<file path="config.mk">
export PLATFORM = sky130hd
export DESIGN_NAME = uart_rx_core
export DESIGN_NICKNAME = d
export VERILOG_FILES = /design/src/rtl/uart_rx_core.sv
export SDC_FILE = /design/constraint.sdc
export NUM_CORES = 1
export LEC_CHECK = 0
export ABC_CLOCK_PERIOD_IN_PS = 8800
export CAP_MARGIN = 20
export CORE_ASPECT_RATIO = 0.9
export CORE_UTILIZATION = 55
export DETAILED_ROUTE_END_ITERATION = 12
export GPL_TIMING_DRIVEN = 0
export PLACE_DENSITY = 0.76
export SYNTH_ARGS = -nofsm -noshare
export SYNTH_HDL_FRONTEND = slang
export SYNTH_SLANG_ARGS = --single-unit
</file>
<file path="constraint.sdc">
create_clock -name clk_i -period 8.8 [get_ports clk_i]
set_input_delay 0.88 -clock clk_i [delete_from_list [all_inputs] [get_ports clk_i]]
set_output_delay 0.88 -clock clk_i [all_outputs]
set_load 0.05 [all_outputs]
</file>
<file path="src/rtl/uart_rx_core.sv">
// 8N1 UART receiver: 2-flop synchroniser, mid-bit sampling at a runtime divisor, stop sample at half+9*cpb after detection.
// Result pulses one cycle after the stop sample; the downstream FIFO never backpressures, so a full FIFO yields an overrun pulse.
module uart_rx_core (
  input  logic        clk_i,
  input  logic        rst_ni,
  input  logic        rx_en_i,
  input  logic [15:0] clks_per_bit_i,
  input  logic        rx_i,
  input  logic        fifo_full_i,
  output logic [7:0]  data_o,
  output logic        wr_en_o,
  output logic        frame_err_o,
  output logic        overrun_o,
  output logic        busy_o
);

  typedef enum logic [1:0] {IDLE, START, DATA, STOP} state_e;

  state_e      state_q;
  logic        s1_q, s2_q, s3_q;
  logic [15:0] cpb_q;
  logic [15:0] cnt_q;
  logic [2:0]  bit_idx_q;
  logic [7:0]  shreg_q;
  logic [7:0]  data_q;
  logic        wr_en_q, frame_err_q, overrun_q;

  logic        fall;
  logic [15:0] half;
  logic [15:0] cnt_inc;

  assign fall    = s3_q & ~s2_q;
  assign half    = cpb_q >> 1;
  assign cnt_inc = cnt_q + 16'd1;

  always_ff @(posedge clk_i or negedge rst_ni) begin
    if (!rst_ni) begin
      state_q     <= IDLE;
      s1_q        <= 1'b1;
      s2_q        <= 1'b1;
      s3_q        <= 1'b1;
      cpb_q       <= 16'd0;
      cnt_q       <= 16'd0;
      bit_idx_q   <= 3'd0;
      shreg_q     <= 8'h00;
      data_q      <= 8'h00;
      wr_en_q     <= 1'b0;
      frame_err_q <= 1'b0;
      overrun_q   <= 1'b0;
    end else begin
      s1_q        <= rx_i;
      s2_q        <= s1_q;
      s3_q        <= s2_q;
      wr_en_q     <= 1'b0;
      frame_err_q <= 1'b0;
      overrun_q   <= 1'b0;

      // Disabling mid-frame silently drops the partial byte.
      if (state_q != IDLE && !rx_en_i) begin
        state_q   <= IDLE;
        cnt_q     <= 16'd0;
        bit_idx_q <= 3'd0;
      end else begin
        case (state_q)
          IDLE: begin
            cnt_q     <= 16'd0;
            bit_idx_q <= 3'd0;
            if (rx_en_i && fall) begin
              state_q <= START;
              cpb_q   <= clks_per_bit_i;
            end
          end
          START: begin
            if (cnt_q == half - 16'd1) begin
              cnt_q   <= 16'd0;
              state_q <= s2_q ? IDLE : DATA;
            end else begin
              cnt_q <= cnt_inc;
            end
          end
          DATA: begin
            if (cnt_q == cpb_q - 16'd1) begin
              shreg_q   <= {s2_q, shreg_q[7:1]};
              cnt_q     <= 16'd0;
              bit_idx_q <= bit_idx_q + 3'd1;
              if (bit_idx_q == 3'd7) begin
                state_q   <= STOP;
                bit_idx_q <= 3'd0;
              end
            end else begin
              cnt_q <= cnt_inc;
            end
          end
          STOP: begin
            if (cnt_q == cpb_q - 16'd1) begin
              state_q <= IDLE;
              cnt_q   <= 16'd0;
              if (!s2_q) begin
                frame_err_q <= 1'b1;
              end else if (fifo_full_i) begin
                overrun_q <= 1'b1;
              end else begin
                wr_en_q <= 1'b1;
                data_q  <= shreg_q;
              end
            end else begin
              cnt_q <= cnt_inc;
            end
          end
          default: begin
            state_q <= IDLE;
          end
        endcase
      end
    end
  end

  assign data_o      = data_q;
  assign wr_en_o     = wr_en_q;
  assign frame_err_o = frame_err_q;
  assign overrun_o   = overrun_q;
  assign busy_o      = (state_q != IDLE);

endmodule

</file>
==> flow_metrics.env, run 1 <==
export IMPL_io_buffers=32
export IMPL_r2r_end="data_o[7]"
export IMPL_maxSlewHeadroom=0.4205
export IMPL_hp_class="flop to flop"
export IMPL_final_setup_skew_ps=7.968
export IMPL_leakagePower_nw=1.802
export IMPL_drive_above_1_share=0.1800
export IMPL_hpwlAfterDp_um=6129
export IMPL_switchingPower_uw=257.6
export IMPL_synthTopCellsByArea="dfrtp_1, mux2_2, xnor2_1"
export IMPL_comb_power_share=0.262
export IMPL_cp_end_kind="flop"
export IMPL_tightest_slew_ps=861.3
export IMPL_viasPerCell=5.974
export IMPL_drtIter0Drc=223
export IMPL_clockBufferDepth=2
export IMPL_rsz0062_at_grt="false"
export IMPL_grt_pass1_wl_um=14390
export IMPL_r2r_slack_ps=4690
export IMPL_yosys_area_top_type="dfrtp_1"
export IMPL_cts_root_buf="clkbuf_8"
export IMPL_crit_path_start="cpb_q[1]"
export IMPL_slew_violations=0
export IMPL_tns_ps=0
export IMPL_finalNonFillerCells=529
export IMPL_row_count=28
export IMPL_fillerInstances=547
export IMPL_seq_power_share=0.389
export IMPL_period_share=0.4666
export IMPL_swShare=0.3236
export IMPL_crit_type="flop to flop"
export IMPL_use_met1=0.3442
export IMPL_drc=0
export IMPL_fin_nets=460
export IMPL_avgSynthCellArea_um2=9.859
export IMPL_p_total_uw=795.9
export IMPL_antenna_found_initial=0
export IMPL_synthesis_area_um2=3845
export IMPL_clock_fmax_mhz=243.6
export IMPL_yosys_most_used_dff="dfrtp_1"
export IMPL_worstHoldStart="s1_q"
export IMPL_grt_total_usage=0.2541
export IMPL_grt_pass1_vias=2975
export IMPL_synth_top_area_frac=0.3645
export IMPL_design_area_um2=4511
export IMPL_clk_latency_ps=350
export IMPL_async_flop_share=1.000
export IMPL_postRouteWirelength_um=8609
export IMPL_die_area_um2=7330
export IMPL_cts_made_buffers=9
export IMPL_antenna_diode_count=0
export IMPL_cts_setup_buffers=0
export IMPL_syn_num_nets=416
export IMPL_drv_cap=0
export IMPL_finalHoldViolCount=0
export IMPL_cp_start_kind="flop"
export IMPL_use_met2=0.3885
export IMPL_hold_ws_ps=358.0
export IMPL_critPathMaxFanout=8
export IMPL_ir_drop_mv=0.1482
export IMPL_clockPowerShare=0.350
export IMPL_rr_worst_depth=12
export IMPL_start_util=0.5776
export IMPL_cts_hold_buf=0
export IMPL_yosysSeqAreaShare=0.3850
export IMPL_grt_busiest_layer="met2"
export IMPL_met3_usage=0.06461
export IMPL_min_period_ps=4106
export IMPL_place_area_um2=4293
export IMPL_rr_startpoint="cpb_q[1]"
export IMPL_die_w_um=90.14
export IMPL_ctsHtreeMaxLevel=3
export IMPL_grt_max_degree=41
export IMPL_clkTransAtPathRegs_ps=70
export IMPL_yosys_register_bits=59
export IMPL_detail_route_wl_per_cell_um=16.27
export IMPL_p_int_uw=538.3
export IMPL_yosys_warnings=0
export IMPL_netlist_instances=390
export IMPL_cp_endpoint="data_o[7]"
export IMPL_powerDensity_nw_per_um2=176.5
export IMPL_setup_viol=0
export IMPL_status="finished, final reports clean"
export IMPL_grt_overflow_total=0
export IMPL_core_um2=6656
export IMPL_cp_required_ps=9040
export IMPL_ys_types=59
export IMPL_die_h_um=81.32
export IMPL_drtAntennaViolNets=0
export IMPL_synth_edf_count=0
export IMPL_tritoncts="built"
export IMPL_dr_pass1_iters=4
export IMPL_vias=3160
export IMPL_worstPathArrival_ps=4350
export IMPL_cts_sinks=59
export IMPL_pin_count=33
export IMPL_dpl_cell_count=513
export IMPL_cts_resized_gates=0
export IMPL_gp_congestion=0.8774
export IMPL_syn_to_final_growth_pct=17.31
cells by family after synthesis:
family,after synthesis,share of synthesized area
xor gates and xnor gates,43,0.09795
adders and majority gates,5,0.01627
buffers and inverters,46,0.05402
AOI/OAI and AO/OA,60,0.1129
muxes,36,0.1129
DFF,59,0.3850
and+or+nand+nor,141,0.2210
Yosys cell counts (all sizes together), types with 2 or more instances:
cell     instances
a2111oi          2
nand3b           8
a31oi            5
xor2            16
o211ai           5
or4              6
a211oi          17
a21oi            5
nand3            8
nand4           11
nor3             9
nor3b            4
dfrtp           56
nor4b            3
o21ai            7
nand2           28
or3              3
dfstp            3
or3b             3
mux2            35
nand4b           3
a32oi            2
ha               5
and3             9
o31ai            4
xnor2           27
nor2b            5
nor4            10
o21a             2
buf              8
or4b             2
clkbuf          27
a311oi           2
or2              3
nor2            19
a221oi           2
inv             10
nand2b           2
through the flow:
stage / util / setup WS [ps]
after floorplan: - / 5291
after global placement: 0.6427 / 4845
after detailed placement: 0.6449 / 4820
after CTS: 0.6776 / 4744
after global routing: 0.6776 / 4482
final: 0.6776 / 4694
worst min-delay path by stage:
stage                 to  slack [ps]  cells after the start
global route        s2_q         360                      0
finish              s2_q         360                      0
detailed placement  s2_q         350                      0
CTS                 s2_q         360                      0
global placement    s2_q         350                      0
floorplan           s2_q         350                      0
per-layer routing:
layer	share of wire	wire (um)
met2	0.45	3911
met4	0.021	179
met3	0.045	387
met1	0.48	4130
met5	0	0
worst max-delay path: stages, from the launching register on:
cell	delay (ps)
dfrtp_1	360
clkbuf_1	200
inv_1	160
ha_1	300
or3b_2	470
clkbuf_1	220
nor3_1	300
mux2_2	370
o21ai_0	330
nand4_2	240
or4_4	570
buf_6	160
mux2_4	290
state kept, by name, summed over array words and instances, names as in the netlist:
name,cells
cpb_q,16
overrun_o,1
s2_q,1
bit_idx_q,3
frame_err_o,1
wr_en_o,1
shreg_q,8
cnt_q,16
data_o,8
s3_q,1
s1_q,1
state_q,2
area by class of cell:
type	count	area (um2)	area share
plain buffers	35	166.4	0.03689
flip-flops and latches	59	1480	0.3282
inverters	11	41.29	0.009154
multi-input cells	285	2157	0.4782
well taps	90	112.6	0.02497
clock inverters	6	90.09	0.01997
repair buffers	33	335.3	0.07434
clock buffers	10	127.6	0.02829
power by group through the flow:
stage	Combinational, mW	Clock (mW)	Sequential, mW
6_report	0.208	0.278	0.309
2_1_floorplan	0.155	0	0.308
4_1_cts	0.206	0.282	0.309
3_5_place_dp	0.205	0	0.314
3_3_place_gp	0.198	0	0.313
5_1_grt	0.229	0.294	0.312
placed cells by master (no fill, tap or decap), drive strengths merged, types with 5 or more instances in the layout:
cell | synthesis | layout
a211oi | 17 | 17
buf | 8 | 10
dfrtp | 56 | 56
nand4 | 11 | 11
and3 | 9 | 9
o21ai | 7 | 7
a31oi | 5 | 5
nand3b | 8 | 8
a21oi | 5 | 5
xnor2 | 27 | 27
or4 | 6 | 6
nor3 | 9 | 9
xor2 | 16 | 16
o211ai | 5 | 5
nand2 | 28 | 28
inv | 10 | 10
nor4 | 10 | 10
nor2b | 5 | 5
clkbuf | 27 | 37
nand3 | 8 | 8
clkdlybuf4s50 | 0 | 31
mux2 | 35 | 35
ha | 5 | 5
nor2 | 19 | 19
No activity file was read; power rests on OpenSTA's default activity.
==> run 2: changes to the inputs <==
- ABC_CLOCK_PERIOD_IN_PS: 8800 -> 4000
- clock period: 8.8 -> 4 ns (I/O delays scaled with it)
==> run 2 against run 1 <==
Cell count grew 0.19%. Maximum frequency grew 8.3%. First-iteration DRC count grew 8.5%. Non-clock buffer count grew 1. Sequential power grew 120%. Hold slack lost 350 ps. Total power grew 120%. Cell area grew 0.58%. Wire length shrank 0.55%. Global-route usage is the same. Clock skew is essentially flat.
==> flow_metrics.env, run 2 (synthesis gave the netlist of run 1 again) <==
export IMPL_pin_count=33
export IMPL_worstPathArrival_ps=4030
export IMPL_seq_power_share=0.388
export IMPL_tritoncts="built"
export IMPL_finalNonFillerCells=530
export IMPL_tns_ps=0
export IMPL_clockBufferDepth=2
export IMPL_start_util=0.5776
export IMPL_cp_start_kind="flop"
export IMPL_top_regs="cnt_q x16, cpb_q x16"
export IMPL_clockPowerShare=0.348
export IMPL_gp_congestion=0.8774
export IMPL_seqCellArea_um2=1480
export IMPL_finalHoldViolCount=0
export IMPL_viasPerCell=5.960
export IMPL_final_setup_skew_ps=8.016
export IMPL_die_area_um2=7330
export IMPL_grt_max_degree=41
export IMPL_postRouteWirelength_um=8562
export IMPL_grt_busiest_layer="met2"
export IMPL_antenna_diode_count=0
export IMPL_cp_required_ps=4240
export IMPL_rr_worst_depth=12
export IMPL_cp_end_kind="flop"
export IMPL_r2r_slack_ps=210
export IMPL_p_int_mw=1.187
export IMPL_dpl_cell_count=513
export IMPL_powerDensity_nw_per_um2=386.6
export IMPL_status="finished, final reports clean"
export IMPL_ctsHtreeMaxLevel=3
export IMPL_die_h_um=81.32
export IMPL_switchingPower_uw=566.5
export IMPL_slew_violations=0
export IMPL_swShare=0.3230
export IMPL_fin_nets=461
export IMPL_r2r_end="data_o[7]"
export IMPL_syn_to_final_growth_pct=18.00
export IMPL_cts_made_buffers=9
export IMPL_period_share=0.9477
export IMPL_detail_route_wl_per_cell_um=16.15
export IMPL_mostFrequentLayoutCell="dfrtp_1"
export IMPL_clk_latency_ps=350
export IMPL_io_buffers=32
export IMPL_maxSlewHeadroom=0.4312
export IMPL_cts_hold_buf=0
export IMPL_die_w_um=90.14
export IMPL_comb_power_share=0.265
export IMPL_row_count=28
export IMPL_cts_sinks=59
export IMPL_crit_path_start="cpb_q[1]"
export IMPL_grt_total_usage=0.2541
export IMPL_use_met2=0.3885
export IMPL_vias=3159
export IMPL_rr_startpoint="cpb_q[1]"
export IMPL_drtIter0Drc=242
export IMPL_grt_overflow_total=0
export IMPL_use_met1=0.3442
export IMPL_setup_viol=0
export IMPL_drc=0
export IMPL_hold_ws_ps=7.169
export IMPL_met3_usage=0.06461
export IMPL_crit_type="flop to flop"
export IMPL_drv_cap=0
export IMPL_cts_root_buf="clkbuf_8"
export IMPL_grt_pass1_vias=2975
export IMPL_ir_drop_mv=0.3274
export IMPL_clkTransAtPathRegs_ps=70
export IMPL_leakagePower_nw=1.805
export IMPL_multi_input_area_um2=2176
export IMPL_critPathMaxFanout=8
export IMPL_antenna_found_initial=0
export IMPL_drtAntennaViolNets=0
export IMPL_layout_common_cells="dfrtp_1, clkdlybuf4s50_1, clkbuf_1, nand2_1"
export IMPL_min_period_ps=3791
export IMPL_clock_fmax_mhz=263.8
export IMPL_dr_pass1_iters=4
export IMPL_rsz0062_at_grt="false"
export IMPL_core_um2=6656
export IMPL_hp_class="primary input to asynchronous set/reset pin"
export IMPL_grt_pass1_wl_um=14390
export IMPL_tightest_slew_ps=845.4
export IMPL_drive_above_1_share=0.1886
export IMPL_fillerInstances=538
export IMPL_hpwlAfterDp_um=6129
-- run 2: changes by cell type in the layout (fill, tap and decap cells not counted), sizes merged --
cell,delta
buf,+1
-- run 2: timing repair --
item | in CTS | in global routing
setup buffers | 0 | 1
gates resized for setup | 2 | 4
pin swaps | 0 | 2
setup endpoints to repair | 17 | 26
-- run 2: stage by stage --
step | util | area, um2 | total power, mW | setup WS [ps]
3_3_place_gp | 0.6427 | 4278 | 1.123 | 45.34
2_1_floorplan | - | 3845 | 1.017 | 491.0
5_1_grt | 0.6816 | 4537 | 1.844 | 39.14
6_report | 0.6816 | 4537 | 1.754 | 209.4
3_5_place_dp | 0.6449 | 4293 | 1.141 | 19.66
4_1_cts | 0.6778 | 4512 | 1.754 | 63.18
-- run 2: how the worst max path moves through the flow --
| stage | slack, ps | end | cells after the start |
|---|---|---|---|
| floorplan | 490 | data_o[0] | 12 |
| global placement | 50 | data_o[7] | 12 |
| detailed placement | 20 | cnt_q[11] | 12 |
| CTS | 60 | data_o[7] | 12 |
| global route | 40 | data_o[6] | 12 |
| finish | 210 | data_o[7] | 12 |
-- run 2: power by group through the flow --
stage / clock (mW) / combinational [mW] / sequential, mW
finish: 0.610 / 0.464 / 0.680
global placement: 0 / 0.435 / 0.688
floorplan: 0 / 0.341 / 0.677
CTS: 0.621 / 0.454 / 0.679
detailed placement: 0 / 0.450 / 0.691
global route: 0.647 / 0.510 / 0.687
-- run 2: critical path, stage by stage (launching register included) --
cell and delay (ps):
dfrtp_1 360, clkbuf_1 200, inv_1 150, ha_2 260, or3b_2 460, clkbuf_1 230, nor3_2 210, mux2_2 370
o21ai_2 180, nand4_2 220, or4_4 580, buf_6 160, mux2_4 290
-- run 2: layout make-up --
cell class / instances / share of cell area
Clock inverter: 6 / 0.01986
Tap cell: 90 / 0.02482
Timing Repair Buffer: 34 / 0.07557
Multi-Input combinational cell: 285 / 0.4796
Clock buffer: 10 / 0.02813
Inverter: 11 / 0.009101
Sequential cell: 59 / 0.3263
Buffer: 35 / 0.03668
-- run 2: metal layers --
| metal | wire, um | share of wire | vias up |
|---|---|---|---|
| met5 | 0 | 0 | - |
| met4 | 166 | 0.019 | 0 |
| met3 | 382 | 0.045 | 12 |
| met2 | 3945 | 0.46 | 84 |
| met1 | 4068 | 0.48 | 1551 |
| li1 | - | - | 1512 |
